==> src/rtl/countdown_pkg.sv <==
// Shared types and constants for the M:SS.d countdown timer.
package countdown_pkg;

    typedef enum logic [1:0] {
        IDLE    = 2'd0,
        RUN     = 2'd1,
        PAUSE   = 2'd2,
        EXPIRED = 2'd3
    } state_e;

    localparam int DECI_MAX = 9;
    localparam int SEC0_MAX = 9;
    localparam int SEC1_MAX = 5;
    localparam int MIN_MAX  = 9;

    localparam int MIN_W  = 4;
    localparam int SEC1_W = 3;
    localparam int SEC0_W = 4;
    localparam int DECI_W = 4;

    function automatic logic [3:0] clamp4(input logic [3:0] v, input logic [3:0] mx);
        return (v > mx) ? mx : v;
    endfunction

endpackage

==> src/rtl/bcd_down_digit.sv <==
// One down-counting digit; wraps 0 -> MAX and raises a borrow for the next digit.
module bcd_down_digit #(
    parameter int MAX = 9,
    parameter int W   = 4
) (
    input  logic         clk,
    input  logic         clr_n,
    input  logic         load_i,
    input  logic [W-1:0] load_val_i,
    input  logic         dec_en_i,
    output logic [W-1:0] value_o,
    output logic         borrow_o
);

    logic [W-1:0] value_q, value_d;

    always_comb begin
        value_d = value_q;
        if (load_i)
            value_d = load_val_i;
        else if (dec_en_i)
            value_d = (value_q == W'(0)) ? W'(MAX) : value_q - W'(1);
    end

    always_ff @(posedge clk or negedge clr_n) begin
        if (!clr_n)
            value_q <= '0;
        else
            value_q <= value_d;
    end

    assign value_o  = value_q;
    assign borrow_o = dec_en_i && (value_q == W'(0));

endmodule

==> src/rtl/countdown_timer.sv <==
// Decisecond countdown timer: FSM, tick divider, preset clamping and the digit chain.
module countdown_timer
    import countdown_pkg::*;
#(
    parameter int TICK_DIV = 1
) (
    input  logic       clk,
    input  logic       clr_n,
    input  logic       load,
    input  logic       start,
    input  logic       pause,
    input  logic [3:0] p_min,
    input  logic [2:0] p_sec1,
    input  logic [3:0] p_sec0,
    input  logic [3:0] p_deci,
    output logic [3:0] min,
    output logic [2:0] sec1,
    output logic [3:0] sec0,
    output logic [3:0] deci,
    output logic       running,
    output logic       expired,
    output logic       done
);

    localparam int DIV_W = (TICK_DIV > 1) ? $clog2(TICK_DIV) : 1;

    state_e           state_q, state_d;
    logic [DIV_W-1:0] div_q, div_d;
    logic             done_q, done_d;
    logic             ld_en, dec, tick, is_zero, is_one;

    logic [MIN_W-1:0]  min_v;
    logic [SEC1_W-1:0] sec1_v;
    logic [SEC0_W-1:0] sec0_v;
    logic [DECI_W-1:0] deci_v;
    logic              deci_bo, sec0_bo, sec1_bo, min_bo_unused;

    logic [MIN_W-1:0]  ld_min;
    logic [SEC1_W-1:0] ld_sec1;
    logic [SEC0_W-1:0] ld_sec0;
    logic [DECI_W-1:0] ld_deci;

    assign ld_min  = clamp4(p_min,  4'(MIN_MAX));
    assign ld_sec0 = clamp4(p_sec0, 4'(SEC0_MAX));
    assign ld_deci = clamp4(p_deci, 4'(DECI_MAX));
    assign ld_sec1 = (p_sec1 > 3'(SEC1_MAX)) ? 3'(SEC1_MAX) : p_sec1;

    assign is_zero = (min_v == '0) && (sec1_v == '0) && (sec0_v == '0) && (deci_v == '0);
    assign is_one  = (min_v == '0) && (sec1_v == '0) && (sec0_v == '0) && (deci_v == 4'd1);
    assign tick    = (state_q == RUN) && (div_q == DIV_W'(TICK_DIV - 1));

    always_comb begin
        state_d = state_q;
        div_d   = '0;
        ld_en   = 1'b0;
        dec     = 1'b0;
        done_d  = 1'b0;
        case (state_q)
            IDLE, PAUSE: begin
                if (load) begin
                    ld_en   = 1'b1;
                    state_d = IDLE;
                end else if (start && !is_zero) begin
                    state_d = RUN;
                end
            end
            RUN: begin
                // pause wins over a coincident tick; the partial period is dropped
                if (pause) begin
                    state_d = PAUSE;
                end else if (tick) begin
                    dec = 1'b1;
                    if (is_one) begin
                        state_d = EXPIRED;
                        done_d  = 1'b1;
                    end
                end else begin
                    div_d = div_q + DIV_W'(1);
                end
            end
            EXPIRED: begin
                if (load) begin
                    ld_en   = 1'b1;
                    state_d = IDLE;
                end
            end
            default: state_d = IDLE;
        endcase
    end

    always_ff @(posedge clk or negedge clr_n) begin
        if (!clr_n) begin
            state_q <= IDLE;
            div_q   <= '0;
            done_q  <= 1'b0;
        end else begin
            state_q <= state_d;
            div_q   <= div_d;
            done_q  <= done_d;
        end
    end

    bcd_down_digit #(.MAX(DECI_MAX), .W(DECI_W)) u_deci (
        .clk(clk), .clr_n(clr_n), .load_i(ld_en), .load_val_i(ld_deci),
        .dec_en_i(dec), .value_o(deci_v), .borrow_o(deci_bo)
    );
    bcd_down_digit #(.MAX(SEC0_MAX), .W(SEC0_W)) u_sec0 (
        .clk(clk), .clr_n(clr_n), .load_i(ld_en), .load_val_i(ld_sec0),
        .dec_en_i(deci_bo), .value_o(sec0_v), .borrow_o(sec0_bo)
    );
    bcd_down_digit #(.MAX(SEC1_MAX), .W(SEC1_W)) u_sec1 (
        .clk(clk), .clr_n(clr_n), .load_i(ld_en), .load_val_i(ld_sec1),
        .dec_en_i(sec0_bo), .value_o(sec1_v), .borrow_o(sec1_bo)
    );
    // minutes never borrow: expiry stops the chain at 0:00.0
    bcd_down_digit #(.MAX(MIN_MAX), .W(MIN_W)) u_min (
        .clk(clk), .clr_n(clr_n), .load_i(ld_en), .load_val_i(ld_min),
        .dec_en_i(sec1_bo), .value_o(min_v), .borrow_o(min_bo_unused)
    );

    assign min     = min_v;
    assign sec1    = sec1_v;
    assign sec0    = sec0_v;
    assign deci    = deci_v;
    assign running = (state_q == RUN);
    assign expired = (state_q == EXPIRED);
    assign done    = done_q;

endmodule
==> config.mk <==
export PLATFORM = sky130hd
export DESIGN_NAME = countdown_timer
export DESIGN_NICKNAME = d
export VERILOG_FILES = /design/src/rtl/countdown_pkg.sv /design/src/rtl/bcd_down_digit.sv /design/src/rtl/countdown_timer.sv
export SDC_FILE = /design/constraint.sdc
export NUM_CORES = 1
export LEC_CHECK = 0
export ABC_AREA = 1
export CORE_MARGIN = 5
export CORE_UTILIZATION = 44
export CTS_BUF_LIST = sky130_fd_sc_hd__clkbuf_4 sky130_fd_sc_hd__clkbuf_8
export CTS_CLUSTER_SIZE = 25
export DETAILED_ROUTE_END_ITERATION = 8
export PLACE_DENSITY = 0.86
export SLEW_MARGIN = 10
export SYNTH_ARGS = -nofsm -noshare
export SYNTH_HDL_FRONTEND = slang
export SYNTH_SLANG_ARGS = --single-unit
==> constraint.sdc <==
create_clock -name clk -period 1.5 [get_ports clk]
set_clock_uncertainty 0.2 [all_clocks]
set_input_delay 0.45 -clock clk [delete_from_list [all_inputs] [get_ports clk]]
set_output_delay 0.45 -clock clk [all_outputs]
set_load 0.03 [all_outputs]
# After elaboration in Yosys (flattened, before gate mapping)

Cells that the tools add are included.
Widths: inputs -> output; s select.

Flip-flop bits (word level): 19
Output and inout bits: 18
Word-level logic and storage cells: 82

Add/sub/neg operators: 5
Order comparisons: 4
Eq/ne operators: 8
Multiplexer cells: 35
Bitwise gates (word level): 1
Reduce and logical (&&, ||, !) cells: 22

Operators by type and width:

| cell                | number |
|---|---|
| $mux 4              | 12 |
| $gt 4x4->1 const B  | 3 |
| $logic_not 4->1     | 3 |
| $mux 1              | 12 |
| $mux 2              | 6 |
| $mux 3              | 4 |
| $sub 4x1->4 const B | 3 |
| $logic_and 1x1->1   | 9 |
| $reduce_bool 2->1   | 4 |
| $ne 3x2->1 const B  | 2 |
| $pmux 2 s3          | 1 |
| $eq 2x2->1 const B  | 2 |
| $eq 4x1->1 const B  | 1 |
| $reduce_and 4->1    | 1 |
| $gt 3x3->1 const B  | 1 |
| $logic_not 3->1     | 1 |
| $ne 3x3->1 const B  | 1 |
| $reduce_or 3->1     | 1 |
| $sub 3x1->3 const B | 1 |
| $eq 2x1->1 const B  | 1 |
| $logic_not 2->1     | 1 |
| $ne 2x2->1 const B  | 1 |
| $reduce_or 2->1     | 1 |
| $add 1x1->1 const B | 1 |
| 2 further kinds     | 2 |

# Depth between registers and ports, before layout

Gate-level depths: netlist of run 1.

Depth in word-level cells: 10
Mapped depth: 9
Gate-level depth less buffers: 9

# Cells and area by module

Synthesis of run 1 repeated with hierarchy kept, for this count alone.

Cells, all modules: 218
Area total of the unflattened synthesis: 1356.3 um^2

By module, submodules not included:

| module                      | instances | cells each | area an instance (um^2) | seq. area each (um^2) |
|---|---|---|---|---|
| bcd_down_digit (u_deci ...) | 3         | 37         | 244.0                   | 100.1 |
| countdown_timer             | 1         | 80         | 437.9                   | 100.1 |
| bcd_down_digit (u_sec1)     | 1         | 27         | 186.4                   | 75.1 |

# Worst setup path after synthesis of run 1

OpenSTA, ideal clock, no wires.

Path type: register to register
Start: reg u_deci.value_q[1], in the netlist u_deci.value_o[1]
End: reg u_min.value_q[2], in the netlist u_min.value_o[2]
Setup time: 0.125 ns
Arrival time: 1.292 ns
Data required time: 1.175 ns
Path slack: -0.117 ns
Stages on the path, launching flop included: 9
Buffers on the path: 0
Path through: dfrtp_1 nor2_1 inv_1 nor2_1 nand2_2 nand2_4 o21ai_4 nand2_1 o21ai_2

Word-level cells in the longest chain between the ends: 5

Ends and longest elaborated chain:

| item                            | RTL line             | text |
|---|---|---|
| start, declared                 | bcd_down_digit.sv:15 | `logic [W-1:0] value_q, value_d;` |
| start signal, assigned          | bcd_down_digit.sv:29 | `value_q <= value_d;` |
| $logic_not 4->1                 | bcd_down_digit.sv:33 | `assign borrow_o = dec_en_i && (value_q == W'(0));` |
| $logic_and 1x1->1 (3 in series) | bcd_down_digit.sv:33 |  |
| $reduce_bool 2->1 (no line)     | -                    |  |
| end signal, assigned            | bcd_down_digit.sv:29 |  |
| end, declared                   | bcd_down_digit.sv:15 |  |

Every way passes these cells.
A chain may end at the register's enable or synchronous reset.

# Worst setup path in the final report of run 1

Start: reg state_q[1]
End: reg u_sec0.value_q[3], in the netlist u_sec0.value_o[3]

Word-level cells in the longest chain between the ends: 7

Ends and longest elaborated chain:

| item                        | RTL line                                     | text |
|---|---|---|
| start, declared             | countdown_timer.sv:27                        | `state_e state_q, state_d;` |
| start signal, assigned      | countdown_timer.sv:97                        | `state_q <= state_d;` |
| $eq 2x1->1                  | countdown_timer.sv:50, countdown_timer.sv:58 |  |
| $logic_and 1x1->1           | countdown_timer.sv:50                        | `assign tick = (state_q == RUN) && (div_q == DIV_W'(TICK_DIV - 1));` |
| $mux 1                      | countdown_timer.sv:71                        | `end else if (tick) begin` |
| $mux 1                      | countdown_timer.sv:69                        | `if (pause) begin` |
| $mux 1                      | countdown_timer.sv:58                        | `case (state_q)` |
| $logic_and 1x1->1           | bcd_down_digit.sv:33                         |  |
| $reduce_bool 2->1 (no line) | -                                            |  |
| end signal, assigned        | bcd_down_digit.sv:29                         |  |
| end, declared               | bcd_down_digit.sv:15                         |  |

Parallel ways exist; a longest one is shown, timed or not.

==> impl_results.md, run 1 <==
- Ant diodes: 0
- GRT overflow: 0
- Ys async rst share: 1.00
- Post-detailed-placement half-perimeter wirelength: 2.56 mm
- Initial DRC Count: 120
- H-tree Lvls: 1
- Max FO, Critical Path: 5
- Clk pin slew, worst setup/hold paths: 120 ps
- Number of library cell types mapped by synthesis: 29
- Avg Inst Size Synth: 7.13 µm²
- RSZ-0062 raised after global routing: true
- Die H: 64.1 µm
- Area Growth Syn to Fin: 87.1%
- Buffers from clock root to sink, at most: 2
- Share of cells above drive strength 1: 0.511
- Worst EP arrival: 1700 ps
- Core ar.: 2780 µm²
- Failing checks: negative setup slack
- TritonCTS clock tree: done
- Vias in the first global route: 1,692
- CP startpoint: state_q[1]
- Worst setup slack after layout: -192 ps
- Initial antenna violation count: 0
- EDFF count, synth: 0
- Via count: 1,712
- ANT nets after route: 0
- Drt wl/cell: 16.8 µm
- Num rows: 19
- CP required: 1510 ps
- Vias per Instance: 5.47
- Tot GR Track Use: 0.232
- Cells after Synth: 181
- Slew Viols, Final: 0
- Seq/Total Area, Yosys: 0.369
- Number of port buffers: 37
- Period utilization: 1.13
- Total wire length: 5.26 mm
- Placed insts: 281
- TritonRoute pass-1 iters: 5
- Residual DRC count: 0
- Final number of setup-violating endpoints: 34
- Hold Vio Cnt, Final: 0
- Skew-Pair Late Insertion Delay: 310 ps
- Main synth FF type: dfrtp_1
- Final layout net count: 303
- Worst r2r src: state_q[1]
- Syn nets: 201
- Worst setup SP type: register
- Peak Freq: 591 MHz
- Warnings, synthesis: 0
- Fin util: 0.868
- Largest net degree at the start of global routing: 20
- Worst setup EP type: register
- Cell area power density: 2200 nW/µm²
- Setup TNS: -4470 ps
- Clk sinks: 19
- First-pass GRT wire length: 7.60 mm
- GR peak layer: met2
- Initial Util: 0.464
- GR Util met3: 0.0333
- DIE AREA: 4110 µm²
- Fillcell total: 136
- Total CTS buffers: 3
- Reg2Reg Setup Slack: -190 ps
- Seq cells post-synth: 19
- Design area: 2410 µm²
- Ports: 38
- Die Width: 64.1 µm
- Synthesized area: 1290 µm²
- Worst min path class: input port to asynchronous set/reset pin
- Placed cell areas: 1920 µm²
- Met1 usage: 0.287
- Met2 usage: 0.401
- Status: finished with violations
- Place WS: -523 ps
- Peak VDD IR: 2.06 mV
- CTS root buf: clkbuf_4
- Final min period: 1690 ps
- GP Congestion: 0.812
- Crit Path Class: register to register
- Leakage power: 1.21 nW
- Max Cap Viol: 0
- Cell Count, Final, Fillers Out: 313
## cell usage after synthesis (3+ instances only)
cell type | n | area [µm²]
nor2_4 | 3 | 33.8
dfrtp_1 | 19 | 475
nand3_1 | 8 | 40.0
nor2_1 | 28 | 105
a21oi_1 | 4 | 20.0
nand2_4 | 4 | 45.0
o21ai_0 | 11 | 55.1
inv_1 | 25 | 93.8
nand2_2 | 3 | 18.8
nand2_1 | 46 | 173
o21ai_1 | 7 | 35.0
## cell type report
class | instances | area [µm²] | area share
well taps | 31 | 38.8 | 0.0161
repair buffers | 98 | 928 | 0.385
multi-input cells | 134 | 822 | 0.341
clock buffers | 4 | 30.0 | 0.0124
inverters | 27 | 109 | 0.0451
flip-flops and latches | 19 | 485 | 0.201
## report_power, final
group | internal (mW) | leakage [nW] | switching, mW
clock network | 0.122 | 0.0184 | 0.179
registers | 0.747 | 0.224 | 0.202
logic | 1.92 | 0.971 | 2.14
## through the flow
stage | hold slack, ps | power [mW]
floorplan | -45.6 | 2.49
global placement | 322 | 3.56
detailed placement | 338 | 3.62
CTS | 286 | 4.70
global route | 314 | 5.59
finish | 316 | 5.31
## flip-flops by register name, summed over array words and instances, names as in the netlist
| name | cells |
|---|---|
| u_deci.value_o | 4 |
| u_min.value_o | 4 |
| u_sec0.value_o | 4 |
| u_sec1.value_o | 3 |
| state_q | 2 |
| div_q | 1 |
| done | 1 |
## critical path: stages (launching register included)
cell,delay [ps]
dfrtp_1,440
buf_4,160
inv_2,60
nand2_4,80
nand2_8,110
buf_4,130
nand3b_1,110
nand2_1,140
nand2_1,70
o21a_1,110
## cells in the final DEF (no fill, tap or decap), types with 3 or more instances in the layout
cell type / count
inv_2: 9
nand2_1: 39
nand3_1: 5
nor2_4: 6
dfrtp_2: 8
clkdlybuf4s50_1: 17
o21ai_1: 7
inv_1: 17
a21oi_1: 3
nand3_2: 3
o21ai_0: 8
nand2_2: 9
buf_6: 34
nor2_2: 7
clkbuf_4: 4
nor2_1: 18
buf_4: 43
nand2_4: 5
o21ai_2: 5
dfrtp_1: 11
## worst paths after layout
kind	to	depth (start not counted)
setup / recovery	u_sec0.value_o[3]	9
hold / removal	u_sec1.value_o[1]	2
setup reg to reg	u_sec0.value_o[3]	9
hold reg to reg	u_min.value_o[3]	3
max in group asynchronous	u_sec0.value_o[1]	2
min in group clk	u_min.value_o[3]	3
## repair_timing
item / 4_1_cts / 5_1_grt
resized for setup: 51 / 28
gates cloned: 1 / 0
setup buffers: 21 / 7
hold buffers: 0 / 0
endpoints found under the setup margin: 34 / 35
pin swaps: 8 / 13
## per-layer routing
metal / wire (µm) / share of wire / vias up
li1: - / - / 777
met1: 2000 / 0.38 / 814
met2: 2710 / 0.51 / 102
met3: 370 / 0.070 / 19
met4: 187 / 0.036 / 0
met5: 0 / 0 / -
## logic make-up after synthesis
| logic type | count (synthesis) | share of synthesized area |
|---|---|---|
| XOR/XNOR | 1 | 0.00679 |
| flip-flops | 19 | 0.369 |
| other | 1 | 0.00291 |
| AO/OA/AOI/OAI | 34 | 0.170 |
| buffers and inverters | 29 | 0.0951 |
| AND/OR/NAND/NOR | 97 | 0.357 |
Note: power is estimated with default switching activity, not from simulation.
==> run 2: changes to the inputs <==
--- a/config.mk
+++ b/config.mk
@@ -5,13 +5,12 @@
 export SDC_FILE = /design/constraint.sdc
 export NUM_CORES = 1
 export LEC_CHECK = 0
-export ABC_AREA = 1
 export CORE_MARGIN = 5
-export CORE_UTILIZATION = 44
+export CORE_UTILIZATION = 42
 export CTS_BUF_LIST = sky130_fd_sc_hd__clkbuf_4 sky130_fd_sc_hd__clkbuf_8
 export CTS_CLUSTER_SIZE = 25
 export DETAILED_ROUTE_END_ITERATION = 8
-export PLACE_DENSITY = 0.86
+export PLACE_DENSITY = 0.85
 export SLEW_MARGIN = 10
 export SYNTH_ARGS = -nofsm -noshare
 export SYNTH_HDL_FRONTEND = slang
==> impl_results.md, run 2 <==
- Top cells by area, synth: dfrtp_1 (41%), nor2_1 (4.9%), o21ai_0 (3.9%)
- Cell area power density: 1250 nW/µm²
- Crit Path Class: register to register
- Final layout net count: 245
- Buffers from clock root to sink, at most: 2
- Clk sinks: 19
- Status: finished with violations
- CTS root buf: clkbuf_4
- Post-detailed-placement half-perimeter wirelength: 2.79 mm
- Total CTS buffers: 3
- Final number of setup-violating endpoints: 35
- Place WS: -1060 ps
- Total wire length: 5.53 mm
- Commonest non-fill, non-tap cell in the layout: buf_4
- CP required: 1490 ps
- GP Congestion: 0.865
- EDFF count, synth: 0
- Ant diodes: 0
- Hold Vio Cnt, Final: 0
- Slew Viols, Final: 0
- Vias per Instance: 6.05
- Vias in the first global route: 1,543
- Clk pin slew, worst setup/hold paths: 130 ps
- Final min period: 2100 ps
- Die Width: 62.5 µm
- Hold WS: 260 ps
- Worst min path class: input port to asynchronous set/reset pin
- Worst setup SP type: register
- Worst setup EP type: register
- Avg Inst Size Synth: 9.04 µm²
- Residual DRC count: 0
- Ports: 38
- Int Pwr: 1.70 mW
- Initial DRC Count: 140
- Placed cell areas: 1820 µm²
- Via count: 1,544
- Ys async rst share: 1.00
- Drt wl/cell: 21.7 µm
- Yosys top cell by area: dfrtp_1
- TritonRoute pass-1 iters: 4
- Syn nets: 148
- Die H: 62.5 µm
- Num rows: 19
- Combinational power share: 0.649
- Leakage power: 1.03 nW
- Commonest cells post-synth: dfrtp_1 (19), nor2_1 (15), o21ai_0 (9)
- Main synth FF type: dfrtp_1
- Fillcell total: 108
- Initial Util: 0.431
- Synth top area share: 0.411
- Core ar.: 2690 µm²
- Area Growth Syn to Fin: 106%
- Switch Pwr: 1.27 mW
- Max FO, Critical Path: 5
- ANT nets after route: 0
- Worst Tran Pin Value: 568 ps
- Switching Fraction: 0.427
- Peak Freq: 476 MHz
- Skew-Pair Late Insertion Delay: 310 ps
- Cells after Synth: 128
- Slew HR: 0.617
- Seq/Total Area, Yosys: 0.411
- Cell Count, Final, Fillers Out: 255
- Period utilization: 1.40
- Seq cells post-synth: 19
- Tot GR Track Use: 0.226
- Hold buffer count at cts: 0
- Pwr Total: 2.97 mW
- Failing checks: negative setup slack
- Placed insts: 226
- Flop pwr share: 0.255
- Number of library cell types mapped by synthesis: 45
- Commonest non-fill, non-tap cells in the layout: buf_4 (39), buf_6 (38), clkdlybuf4s50_1 (17), nor2_1 (13), dfrtp_2 (10)
- Largest net degree at the start of global routing: 20
- Peak VDD IR: 1.09 mV
- First-pass GRT wire length: 7.36 mm
- Worst setup slack after layout: -601 ps
- Synthesized area: 1160 µm²
- DIE AREA: 3910 µm²
- Design area: 2380 µm²
- Clock power frac: 0.095
- Warnings, synthesis: 0
- Worst EP arrival: 2090 ps
- Number of port buffers: 37
- Max Cap Viol: 0
- Count leader, synth: dfrtp_1
- RSZ-0062 raised after global routing: true
- GRT overflow: 0
- Initial antenna violation count: 0
- TritonCTS clock tree: done
- H-tree Lvls: 1
- Share of cells above drive strength 1: 0.585
## run 2: changes by cell type in the layout (fill, tap and decap cells not counted), sizes merged, moves of 6 or more
cell	delta
nand3	-7
nor2	-17
o21ai	-13
inv	-22
nor4	+6
nand2	-47
## run 2: what timing repair did
action | in CTS | in global routing
buffers inserted | 11 | 19
setup endpoints to repair | 36 | 36
resized for setup | 48 | 40
pin swaps | 8 | 18
## run 2: stage by stage
| step | TNS [ps] | utilization |
|---|---|---|
| finish | -10670 | 0.885 |
| global route | -12020 | 0.885 |
| CTS | -9060 | 0.789 |
| detailed placement | -14710 | 0.677 |
| global placement | -13900 | 0.677 |
| floorplan | -6430 | - |
## run 2: routing by layer
metal	track usage	up-vias	share of wire
met5	0	-	0
met4	0.0769	0	0.060
met3	0.0414	30	0.091
met2	0.396	111	0.49
met1	0.275	731	0.36
li1	-	672	-
## run 2: final timing paths
| check | from | end | slack (ps) | cells past startpoint |
|---|---|---|---|---|
| setup / recovery | div_q | u_deci.value_o[1] | -600 | 4 |
| hold / removal | clr_n | u_min.value_o[2] | 260 | 2 |
| setup reg to reg | div_q | u_deci.value_o[1] | -600 | 4 |
| hold reg to reg | u_sec0.value_o[3] | u_sec0.value_o[3] | 490 | 3 |
| max in group asynchronous | clr_n | u_deci.value_o[0] | 680 | 2 |
| min in group clk | u_sec0.value_o[3] | u_sec0.value_o[3] | 490 | 3 |
## run 2: power by group through the flow
stage | combinational (mW) | clock [mW] | sequential, mW
finish | 1.93 | 0.284 | 0.759
floorplan | 0.387 | 0 | 1.00
CTS | 1.57 | 0.276 | 0.733
global route | 2.02 | 0.299 | 0.774
detailed placement | 1.28 | 0 | 0.716
global placement | 1.24 | 0 | 0.708
## run 2: worst max-delay path, stage by stage (launching register included)
cell     delay (ps)
dfrtp_1         450
or4b_4          560
buf_6           160
o21ai_0         460
a31oi_4         150
## run 2: final cells by class
class	instances	area, µm²	area share
tap	31	38.8	0.0163
clock buffer	3	22.5	0.00947
multi-input combinational	98	858	0.361
clock inverter	1	5.00	0.00210
sequential	19	488	0.205
inverter	5	18.8	0.00789
timing repair buffer	98	947	0.398
## run 2: kinds of logic after synthesis
logic type / Yosys count / synth area share
flops: 19 / 0.411
other cells: 1 / 0.00324
xor+xnor: 2 / 0.0151
mux: 2 / 0.0173
buf+inv: 11 / 0.0432
compound gates: 36 / 0.216
simple gates: 57 / 0.294
==> patch, RTL diff (config.mk and constraints of run 2) <==
Add an input register stage for `p_deci`; this delays it by one clock. The other inputs are not delayed to match.
--- a/src/rtl/countdown_timer.sv
+++ b/src/rtl/countdown_timer.sv
@@ -24,6 +24,12 @@
 
     localparam int DIV_W = (TICK_DIV > 1) ? $clog2(TICK_DIV) : 1;
 
+    logic [3:0] p_deci_q;
+
+    always_ff @(posedge clk) begin
+        p_deci_q <= p_deci;
+    end
+
     state_e           state_q, state_d;
     logic [DIV_W-1:0] div_q, div_d;
     logic             done_q, done_d;
@@ -42,7 +48,7 @@
 
     assign ld_min  = clamp4(p_min,  4'(MIN_MAX));
     assign ld_sec0 = clamp4(p_sec0, 4'(SEC0_MAX));
-    assign ld_deci = clamp4(p_deci, 4'(DECI_MAX));
+    assign ld_deci = clamp4(p_deci_q, 4'(DECI_MAX));
     assign ld_sec1 = (p_sec1 > 3'(SEC1_MAX)) ? 3'(SEC1_MAX) : p_sec1;
 
     assign is_zero = (min_v == '0) && (sec1_v == '0) && (sec0_v == '0) && (deci_v == '0);
Formal check against the unedited RTL: not equivalent (Yosys sat finds a counterexample within 4 cycles, from zero or initial values).
==> patch against run 2 <==
The run still ends with setup timing left; total power down 14%; setup slack better by 120 ps; sequential power up 12%; final area down 5.0%; sequential share of layout area up 4.3 points; area after synthesis up 1.6%; cell count down 2.7%; routed wire length down 12%; sequential cell count up 4; critical endpoint is now u_sec1.value_o[1]; highest routed layer unchanged.
==> patch: results (changes against run 2) <==
Route
  • Initial DRT Pass Iterations: 4 (unchanged)
  • Drt total wl: 4870 um (was 5530 um)
  • Detailed-route via count: 1469 (was 1544)
  • Drt via density: 5.92 (was 6.05)
  • Initial DRC count: 75 (was 140)
  • Residual DRC: 0 (unchanged)

Worst setup path
  • Slowest cell on the critical path: dfrtp_2 (was or4b_4)
  • Crit path arrival time: 2000 ps (was 2090 ps)
  • FF-to-FF Start: state_q[1] (was div_q)
  • R2R Setup Slk: -480 ps (was -600 ps)
  • Worst reg-to-reg path cell count: 6 (was 4)
  • CP top delay family: simple AND/OR/NAND/NOR gates (was compound AO/OA/AOI/OAI gates)
  • Crit Path Max Fanout: 5 (unchanged)
  • Slowest stage delay, CP: 480 ps (was 560 ps)
  • Crit Reg-Reg Endpoint: u_sec1.value_o[1] (was u_deci.value_o[1])

Clock tree
  • Worst-Skew Late Latency: 330 ps (was 310 ps)
  • CTS clk-pin slew, worst paths: roughly 140 ps
  • Root buffer cell: clkbuf_4 (unchanged)
  • Num CTS Buffers: 3 (unchanged)
  • Post-CTS setup buffer count: 15 (was 11)
  • H-tree levels: 1 (unchanged)
  • Max Root-Sink Buffers: 2 (unchanged)
  • Post-CTS sizing: 45 (was 48)

Power and ir drop
  • Leakage: 0.956 nW (was 1.03 nW)
  • Peak supply drop: 1110 uV (was 1090 uV)

Worst hold path
  • Hold WC Path Type: in2async (unchanged)

Synth
  • Synth async-reset ratio: 82.6% (was 100%)
  • Post-synth cell types: 35 (was 45)
  • Mapped Avg Cell Area: 9.26 um2 (was 9.04 um2)
  • Synth cell count leaders: dfrtp_1, o21ai_0, nor2_1 (was dfrtp_1, nor2_1, o21ai_0)
  • Seq/Total Area, Yosys: 47.2% (was 41.1%)
  • Synth warn: 0 (unchanged)
  • Area contributors post-synth: dfrtp_1, dfxtp_1, o21ai_0, nor2_1, a31oi_1 (was dfrtp_1, nor2_1, o21ai_0, a21oi_1, nor3_1)
  • Mapped Nets: 147 (was 148)

Outcome
  • Failing checks: setup timing (unchanged)
  • Status: finished with violations (unchanged)

Global routing
  • First-pass GRT wire length: 7110 um (was 7360 um)
  • Vias in the first global route: 1439 (was 1543)
  • Antenna violations before repair: 0 (unchanged)
  • Largest net degree at the start of global routing: 20 (unchanged)
  • GRT Util Overall: 22.3% (was 22.6%)

Finish
  • Layout cells sized above 1: 47.0% (was 58.5%)
  • # diodes: 0 (unchanged)
  • Nets: 238 (was 245)

Placement
  • Port buffer count: 37 (unchanged)
  • Placed cell count: 223 (was 226)
  • Placed wire-length estimate: 2690 um (was 2790 um)
  • Placed Area: 0.00181 mm2 (was 0.00182 mm2)
  • GP Congestion: 0.828 (was 0.865)

Timing
  • Hold Slack: 234 ps (was 260 ps)
  • Min setup slack post-route: -483 ps (was -601 ps)
  • # setup viols final: 36 (was 35)
[patch: report_power, final]
part           total [mW]  internal [mW]  switching (mW)  leakage (nW)
Combinational        1.39          0.693           0.695         0.685
Clock               0.310          0.102           0.207        0.0139
Sequential          0.848          0.720           0.128         0.257
[patch: layout make-up]
type                    instances  area, um2
well taps                      31       38.8
repair buffers                 89        871
clock inverters                 1       7.51
multi-input cells              95        736
clock buffers                   3       22.5
inverters                       6       22.5
fillers                       155        450
flip-flops and latches         23        562
[patch: how the worst max path moves through the flow]
stage	startpoint	depth (start not counted)	endpoint	slack [ps]
global route	state_q[1]	6	u_min.value_o[2]	-550
detailed placement	pause	4	u_deci.value_o[1]	-900
global placement	pause	4	u_deci.value_o[1]	-860
CTS	state_q[1]	5	u_sec0.value_o[1]	-360
finish	state_q[1]	6	u_sec1.value_o[1]	-480
floorplan	state_q[1]	4	u_min.value_o[1]	-430
[patch: per-stage QoR]
step                setup WS (ps)  power, mW  TNS [ps]
finish                       -483       2.55    -10290
global route                 -553       2.66    -11950
detailed placement           -903       1.80    -12490
floorplan                    -428       1.31     -3780
CTS                          -356       2.39     -7960
global placement             -862       1.77    -11770
[patch: per-layer routing]
layer  wire (um)  vias to the layer above  part of all wire [%]  track usage, %
met2        2470                       95                    51            39.2
met4         214                        0                   4.4            7.43
met5           0                        -                     0               0
li1            -                      660                     -               -
met1        1770                      691                    36            27.2
met3         419                       23                   8.6            3.78
[patch: logic make-up (layout without fill, tap and decap cells)]
kind of cell              after synthesis  count (layout)  share of synthesized area [%]
AOI/OAI and AO/OA                      41              41                           21.9
other                                   1               1                          0.319
and+or+nand+nor                        48              48                           23.9
xor gates and xnor gates                5               5                           3.72
buffers and inverters                   9              99                           2.87
DFF                                    23              23                           47.2
